==> src/rtl/mwc_pkg.sv <==
// Shared types for the memory-write checker: FSM states, failure causes and
// the expected-write entry layout.
package mwc_pkg;

  localparam int ENTRY_A = 32;
  localparam int ENTRY_N = 32;

  typedef enum logic [1:0] {
    S_IDLE = 2'd0,
    S_RUN  = 2'd1,
    S_PASS = 2'd2,
    S_FAIL = 2'd3
  } state_t;

  typedef enum logic [2:0] {
    FC_NONE       = 3'd0,
    FC_DATA       = 3'd1,
    FC_UNEXPECTED = 3'd2,
    FC_PC_RANGE   = 3'd3,
    FC_TIMEOUT    = 3'd4
  } fail_code_t;

  // Reference layout of one expected write at the default widths; the table
  // keeps the same three fields in separate arrays so N and A stay free.
  typedef struct packed {
    logic               valid;
    logic [ENTRY_A-1:0] addr;
    logic [ENTRY_N-1:0] data;
  } entry_t;

  // Index width that stays legal for a single-entry table.
  function automatic int idx_width(input int n);
    return (n > 1) ? $clog2(n) : 1;
  endfunction

endpackage

==> src/rtl/mwc_expect_table.sv <==
// Expected-write table: loadable (address, data) entries with valid bits,
// plus per-entry address and data comparisons against the snooped write.
module mwc_expect_table
  import mwc_pkg::*;
#(
  parameter int N          = 32,
  parameter int A          = 32,
  parameter int NUM_CHECKS = 4,
  parameter int IW         = idx_width(NUM_CHECKS)
) (
  input  logic                  clk,
  input  logic                  reset,
  input  logic                  we,
  input  logic [IW-1:0]         idx,
  input  logic [A-1:0]          addr,
  input  logic [N-1:0]          data,
  input  logic [A-1:0]          dataadr,
  input  logic [N-1:0]          writedata,
  output logic [NUM_CHECKS-1:0] valid_mask,
  output logic [NUM_CHECKS-1:0] addr_hit,
  output logic [NUM_CHECKS-1:0] data_hit
);

  logic [A-1:0] addr_q [NUM_CHECKS];
  logic [N-1:0] data_q [NUM_CHECKS];

  // Entry storage: reset wipes every entry, a write fills one and marks it valid
  always_ff @(posedge clk or negedge reset) begin
    if (!reset) begin
      valid_mask <= '0;
      for (int i = 0; i < NUM_CHECKS; i++) begin
        addr_q[i] <= '0;
        data_q[i] <= '0;
      end
    end else if (we) begin
      for (int i = 0; i < NUM_CHECKS; i++) begin
        if (idx == IW'(i)) begin
          valid_mask[i] <= 1'b1;
          addr_q[i]     <= addr;
          data_q[i]     <= data;
        end
      end
    end
  end

  // Per-entry comparison of the snooped write against each stored entry
  always_comb begin
    addr_hit = '0;
    data_hit = '0;
    for (int i = 0; i < NUM_CHECKS; i++) begin
      addr_hit[i] = (addr_q[i] == dataadr);
      data_hit[i] = (data_q[i] == writedata);
    end
  end

endmodule

==> config.mk <==
export PLATFORM = sky130hd
export DESIGN_NAME = mwc_expect_table
export DESIGN_NICKNAME = d
export VERILOG_FILES = /design/src/rtl/mwc_pkg.sv /design/src/rtl/mwc_expect_table.sv
export SDC_FILE = /design/constraint.sdc
export NUM_CORES = 1
export LEC_CHECK = 0
export CAP_MARGIN = 15
export CELL_PAD_IN_SITES_DETAIL_PLACEMENT = 2
export CELL_PAD_IN_SITES_GLOBAL_PLACEMENT = 2
export CORE_MARGIN = 4
export CORE_UTILIZATION = 45
export CTS_BUF_LIST = sky130_fd_sc_hd__clkbuf_4 sky130_fd_sc_hd__clkbuf_8
export CTS_CLUSTER_DIAMETER = 50
export CTS_CLUSTER_SIZE = 25
export DETAILED_ROUTE_END_ITERATION = 10
export GPL_ROUTABILITY_DRIVEN = 0
export PLACE_DENSITY = 0.95
export RECOVER_POWER = 25
export SETUP_SLACK_MARGIN = 0.4
export SLEW_MARGIN = 15
export SYNTH_ARGS = -nofsm -noshare
export SYNTH_HDL_FRONTEND = slang
export SYNTH_SLANG_ARGS = --single-unit
==> constraint.sdc <==
create_clock -name clk -period 1.9 [get_ports clk]
set_clock_uncertainty 0.1 [all_clocks]
set_input_delay 0.19 -clock clk [delete_from_list [all_inputs] [get_ports clk]]
set_output_delay 0.19 -clock clk [all_outputs]
set_load 0.03 [all_outputs]
==> flow_summary.json, run 1 <==
{
  "post_dp_cell_area_um2": 15200,
  "power.internal_mw": 10.9,
  "slew_headroom_pct": 23.9,
  "drt_iter0_drc": 547,
  "setup_ws_ns": -0.718,
  "place_inst": 1451,
  "pwr-share-clk_pct": 30.2,
  "drc": 0,
  "area_growth_pct": 28.8,
  "layout_common_cells": "258 x dfrtp_1, 246 x xor2_1, 129 x clkdlybuf4s50_1",
  "antenna_found_initial": 1,
  "seqPwrFrac_pct": 45.3,
  "p_sw_mw": 6.01,
  "synthArstFlopShare_pct": 100,
  "ys_warn_count": 0,
  "yosys_most_used_dff": "dfrtp_1",
  "synth_edf_count": 0,
  "final_common_cell": "dfrtp_1",
  "synthCells": 896,
  "final_hold_viol_count": 0,
  "setup-violations-final": 8,
  "fin_crit_ns": 2.62,
  "ant_nets": 0,
  "synth_area_um2": 12800,
  "maxCapViolations": 0,
  "hpwl_um": 29900,
  "crit_path_end_kind": "output pin",
  "rsz0062_at_grt": "yes",
  "routedWlPerCell_um": 35.7,
  "peakVddDrop_uv": 695,
  "switching_share_pct": 35.5,
  "clk_path_buf_depth": 3,
  "grt_pass1_vias": 10600,
  "firstDrtPassIters": 5,
  "insertion_delay_ns": 0.56,
  "die_h_um": 176,
  "ys_seq_elements": 260,
  "place_ws_ns": -0.625,
  "core_region_area_um2": 27900,
  "vias": 8805,
  "wirelength_um": 54300,
  "synth_top_cell_by_area": "dfrtp_1",
  "initial_utilization_pct": 45.8,
  "grt_start_max_net_pins": 67,
  "htree_levels": 2,
  "power.density_nw_per_um2": 1030,
  "syn_area_per_cell_um2": 14.3,
  "worst_slew_pin_slew_ns": 1.14,
  "slew_viol_final": 0,
  "comb_power_share_pct": 24.5,
  "synth_top_area_share_pct": 50.9,
  "crit_fanout": 2,
  "grt_use_total_pct": 33.8,
  "cp-start-kind": "flop",
  "leakage_nw": 7.19,
  "synthesis.nets": 1029,
  "grt_pass1_wl_um": 77200,
  "cts_tree": "yes",
  "critPathKind": "flop to output pin",
  "dieArea_um2": 31100,
  "nFillCells": 2403,
  "cts_sinks": 260,
  "cts_made_buffers": 36,
  "io_pins": 145,
  "hold_class": "primary input to flop",
  "synth.distinct_cells": 16,
  "rows": 61,
  "nNetsFinal": 1254,
  "stdcell_area_um2": 16500,
  "crit_arrival_ns": 2.33,
  "fmax_ghz": 0.382,
  "status": "finished, violations left",
  "vias_per_cell": 5.78,
  "violations": "negative setup slack",
  "clk_pin_slew_worst_paths_ns": 0.09,
  "die_w_um": 176,
  "holdWs_ns": 0.243,
  "fin_cells": 1523,
  "seq_area_frac_synth_pct": 50.9,
  "drive_above_1_share_pct": 30.6,
  "cp_data_required_time_ns": 1.61,
  "synthTopCellsByArea": "dfrtp_1 51%, xor2_1 18%, mux2_1 10%",
  "reg2reg_slack_ns": 0.73,
  "period_share_pct": 138,
  "clockRootBuffer": "clkbuf_8",
  "antenna_cells": 0,
  "grt_overflow": 0,
  "io_buffers": 144
}
flip-flops by register name, indices dropped and copies added, names as in the netlist:
register and flops:
addr_q 128, data_q 128, valid_mask 4
kinds of logic after synthesis:
family	count (synthesis)	share of synthesized area, %
xor gates and xnor gates	256	17.6
buffers and inverters	28	1.97
and+or+nand+nor	96	4.60
DFF	260	50.9
muxes	256	24.9
area by class of cell:
class	instances	area [um2]	share of cell area, %
Multi-Input combinational cell	608	6490	39.5
Sequential cell	260	6510	39.6
Clock buffer	43	573	3.48
Timing Repair Buffer	215	2210	13.4
Tap cell	378	473	2.87
Clock inverter	19	199	1.21
Yosys cell counts (2+ instances only):
cell type	count
xor2_1	256
nand3b_1	2
mux2_2	60
nor4_1	64
nand2b_1	3
buf_6	15
nand4_1	16
mux2_4	80
buf_4	7
buf_2	6
nor2_1	8
mux2_1	116
dfrtp_1	260
stage by stage:
| step | utilization [%] | TNS (ns) | total power, mW |
|---|---|---|---|
| finish | 59.1 | -4.81 | 16.9 |
| global route | 59.1 | -5.84 | 17.5 |
| CTS | 58.4 | -4.39 | 16.3 |
| detailed placement | 54.5 | -7.20 | 10.9 |
| global placement | 54.5 | -3.98 | 10.4 |
| floorplan | - | 0 | 9.22 |
per-layer routing:
metal	wire [um]	track usage [%]
met2	28600	60.8
met1	20700	39.3
met3	2610	6.85
met5	13	0
met4	2420	13.8
critical path, cell delays in order (launching register included):
cell	delay (ns)
dfrtp_1	0.40
xor2_1	0.23
nor4_2	0.44
buf_4	0.21
nand4_1	0.16
nor2_2	0.20
buf_6	0.16
power groups by stage:
stage	Combinational [mW]	Sequential [mW]	Clock, mW
2_1_floorplan	2.00	7.21	0
3_3_place_gp	3.04	7.35	0
3_5_place_dp	3.35	7.53	0
4_1_cts	3.80	7.53	5.01
5_1_grt	4.32	7.73	5.43
6_report	4.14	7.66	5.10
repair_timing:
| item | CTS | global route |
|---|---|---|
| resized for setup | 65 | 31 |
| setup buffers | 5 | 3 |
| cloned | 0 | 1 |
| pin swaps | 22 | 28 |
| setup endpoints to repair | 12 | 17 |
| hold endpoints to repair | 204 | 0 |
| hold buffers | 1 | 0 |
final timing paths:
check                      cells past startpoint                      start                   endpoint
setup / recovery                               6    data_q[127]$_DFFE_PN0P_                data_hit[0]
max in group asynchronous                      3                      reset    data_q[103]$_DFFE_PN0P_
hold reg to reg                                1  valid_mask[3]$_DFFE_PN0P_  valid_mask[3]$_DFFE_PN0P_
hold / removal                                 2                   addr[27]     addr_q[91]$_DFFE_PN0P_
setup reg to reg                               2    addr_q[107]$_DFFE_PN0P_    addr_q[107]$_DFFE_PN0P_
min in group asynchronous                      2                      reset    addr_q[121]$_DFFE_PN0P_
No activity file was read; power rests on OpenSTA's default activity.
==> run 2: changes to the inputs <==
--- a/config.mk
+++ b/config.mk
@@ -9,13 +9,13 @@
 export CELL_PAD_IN_SITES_DETAIL_PLACEMENT = 2
 export CELL_PAD_IN_SITES_GLOBAL_PLACEMENT = 2
 export CORE_MARGIN = 4
-export CORE_UTILIZATION = 45
-export CTS_BUF_LIST = sky130_fd_sc_hd__clkbuf_4 sky130_fd_sc_hd__clkbuf_8
+export CORE_UTILIZATION = 43
+export CTS_BUF_LIST = sky130_fd_sc_hd__clkbuf_8 sky130_fd_sc_hd__clkbuf_16
 export CTS_CLUSTER_DIAMETER = 50
 export CTS_CLUSTER_SIZE = 25
 export DETAILED_ROUTE_END_ITERATION = 10
 export GPL_ROUTABILITY_DRIVEN = 0
-export PLACE_DENSITY = 0.95
+export PLACE_DENSITY = 0.92
 export RECOVER_POWER = 25
 export SETUP_SLACK_MARGIN = 0.4
 export SLEW_MARGIN = 15
==> run 2 against run 1 <==
The run still ends with negative setup slack left. Clock-buffer cell count decreased by 1. Largest cell class unchanged. Maximum frequency is 4.2% higher. Global-route usage shrank 5.8 points. Sequential cell count is the same. Via count fell by 3.3%. Highest routed layer is now met4. Critical path type unchanged. Largest power group unchanged. Non-clock buffer count up 7.
==> flow_summary.json, run 2 (synthesis results as in run 1) <==
{
  "initial_utilization_pct": 44.0,
  "place_ws_ns": -0.648,
  "htree_levels": 2,
  "cts_made_buffers": 36,
  "io_pins": 145,
  "die_h_um": 180,
  "critPathKind": "flop to output pin",
  "crit_start": "addr_q[46]$_DFFE_PN0P_",
  "core_region_area_um2": 29000,
  "grt_pass1_vias": 10400,
  "drc": 0,
  "stdcell_area_um2": 16900,
  "switching_share_pct": 31.2,
  "worst-path-buf-inv": 2,
  "crit_fanout": 2,
  "cp_data_required_time_ns": 1.61,
  "cp_top_family": "simple AND/OR/NAND/NOR gates",
  "drive_above_1_share_pct": 30.1,
  "antenna_cells": 0,
  "final_common_cell": "dfrtp_1",
  "vias": 8514,
  "status": "finished, violations left",
  "reg2reg_from": "addr_q[0]$_DFFE_PN0P_",
  "power.internal_mw": 12.8,
  "firstDrtPassIters": 4,
  "maxCapViolations": 0,
  "period_share_pct": 132,
  "vias_per_cell": 5.55,
  "fin_setup_tns_ns": -4.24,
  "crit_slowest_cell": "dfrtp_1",
  "place_inst": 1464,
  "p_sw_mw": 5.82,
  "ant_nets": 0,
  "io_buffers": 144,
  "fin_cells": 1535,
  "nFillCells": 2488,
  "seq_area_um2": 6510,
  "fin_crit_ns": 2.51,
  "drt_iter0_drc": 411,
  "largest_registers": "addr_q x128, data_q x128, valid_mask x4",
  "grt_start_max_net_pins": 58,
  "pwr-share-clk_pct": 38.1,
  "die_w_um": 180,
  "power.density_nw_per_um2": 1110,
  "hold_class": "primary input to flop",
  "clk_pin_slew_worst_paths_ns": 0.06,
  "grt_overflow": 0,
  "clk_path_buf_depth": 3,
  "leakage_nw": 7.41,
  "hpwl_um": 28400,
  "comb_power_share_pct": 21.2,
  "reg2reg_slack_ns": 0.82,
  "post_dp_cell_area_um2": 15200,
  "slew_viol_final": 0,
  "final_hold_viol_count": 0,
  "dieArea_um2": 32500,
  "rsz0062_at_grt": "yes",
  "cp-start-kind": "flop",
  "crit_path_end_kind": "output pin",
  "seqPwrFrac_pct": 40.7,
  "setup_ws_ns": -0.614,
  "path_cells": "xor2_1 -> nor4_1 -> buf_4 -> nand4_1 -> nor2_2 -> buf_6",
  "cts_sinks": 260,
  "max_stage_delay_ns": 0.40,
  "rr_worst_depth": 2,
  "layout_common_cells": "260 x dfrtp_1, 249 x xor2_1, 129 x clkdlybuf4s50_1",
  "peakVddDrop_uv": 859,
  "antenna_found_initial": 1,
  "worst_setup_path_endpoint": "addr_hit[2]",
  "cts_tree": "yes",
  "crit_arrival_ns": 2.22,
  "violations": "negative setup slack",
  "multi_input_area_um2": 6420,
  "worst_slew_pin_slew_ns": 1.39,
  "grt_use_total_pct": 27.9,
  "routedWlPerCell_um": 31.8,
  "wirelength_um": 48900,
  "nNetsFinal": 1261,
  "insertion_delay_ns": 0.50,
  "slew_headroom_pct": 7.01,
  "cp.depth": 6,
  "setup-violations-final": 8,
  "clockRootBuffer": "clkbuf_16",
  "rows": 62,
  "area_growth_pct": 32.0,
  "holdCritStartpoint": "idx[0]",
  "reg2reg_to": "addr_q[0]$_DFFE_PN0P_",
  "fmax_ghz": 0.398,
  "grt_pass1_wl_um": 69600
}
-- run 2: changes by cell type in the layout (fill, tap and decap cells not counted), moves of 3 or more --
cell	delta
buf_12	-5
buf_4	+14
clkbuf_1	-3
clkbuf_16	+36
clkbuf_4	-4
clkbuf_8	-35
inv_1	+3
inv_6	-3
nor4_1	+5
nor4_2	-5
xor2_1	+3
-- run 2: timing repair --
item	in CTS	in global routing
hold buffers	1	0
pin swaps	19	19
resized for setup	59	25
endpoints found under the setup margin	13	26
endpoints found under the hold margin	260	0
buffers inserted	6	2
gates cloned	1	0
-- run 2: power by group through the flow --
stage	Sequential (mW)	Combinational, mW	Clock, mW
finish	7.58	3.96	7.10
global route	7.68	4.17	7.48
CTS	7.52	3.79	7.16
detailed placement	7.50	3.35	0
global placement	7.35	3.03	0
floorplan	7.21	2.00	0
-- run 2: routing by layer --
metal / up-vias / GRT usage [%] / share of wire [%]
met3: 108 / 4.58 / 3.8
met2: 234 / 52.1 / 54
met1: 4564 / 32.5 / 39
li1: 3608 / - / -
met4: 0 / 9.35 / 3.5
met5: - / 0 / 0
-- run 2: through the flow --
step	utilization, %	power, mW	hold WS (ns)
final	58.1	18.6	0.243
after global routing	58.1	19.3	0.250
after floorplan	-	9.22	-0.206
after CTS	57.8	18.5	0.132
after global placement	52.4	10.4	0.0674
after detailed placement	52.4	10.8	0.0699
-- run 2: how the worst min path moves through the flow --
stage	to	slack, ns	cells after the start
2_1_floorplan	addr_q[0]$_DFFE_PN0P_	-0.21	0
5_1_grt	addr_q[0]$_DFFE_PN0P_	0.25	4
6_report	addr_q[27]$_DFFE_PN0P_	0.24	4
3_5_place_dp	addr_q[51]$_DFFE_PN0P_	0.07	1
4_1_cts	addr_q[51]$_DFFE_PN0P_	0.13	2
3_3_place_gp	addr_q[43]$_DFFE_PN0P_	0.07	1
-- run 2: cell type report --
cell class              count  share of cell area, %
clock inverters            19                   1.31
multi-input cells         608                   38.1
repair buffers            222                   13.2
flip-flops and latches    260                   38.6
well taps                 384                   2.85
clock buffers              42                   5.90
-- run 2: worst register-to-register path: cells and delay by family (launching register included) --
family / cells / cell delay, ns
mux: 1 / 0.30
buf+inv: 1 / 0.15
flops: 1 / 0.41
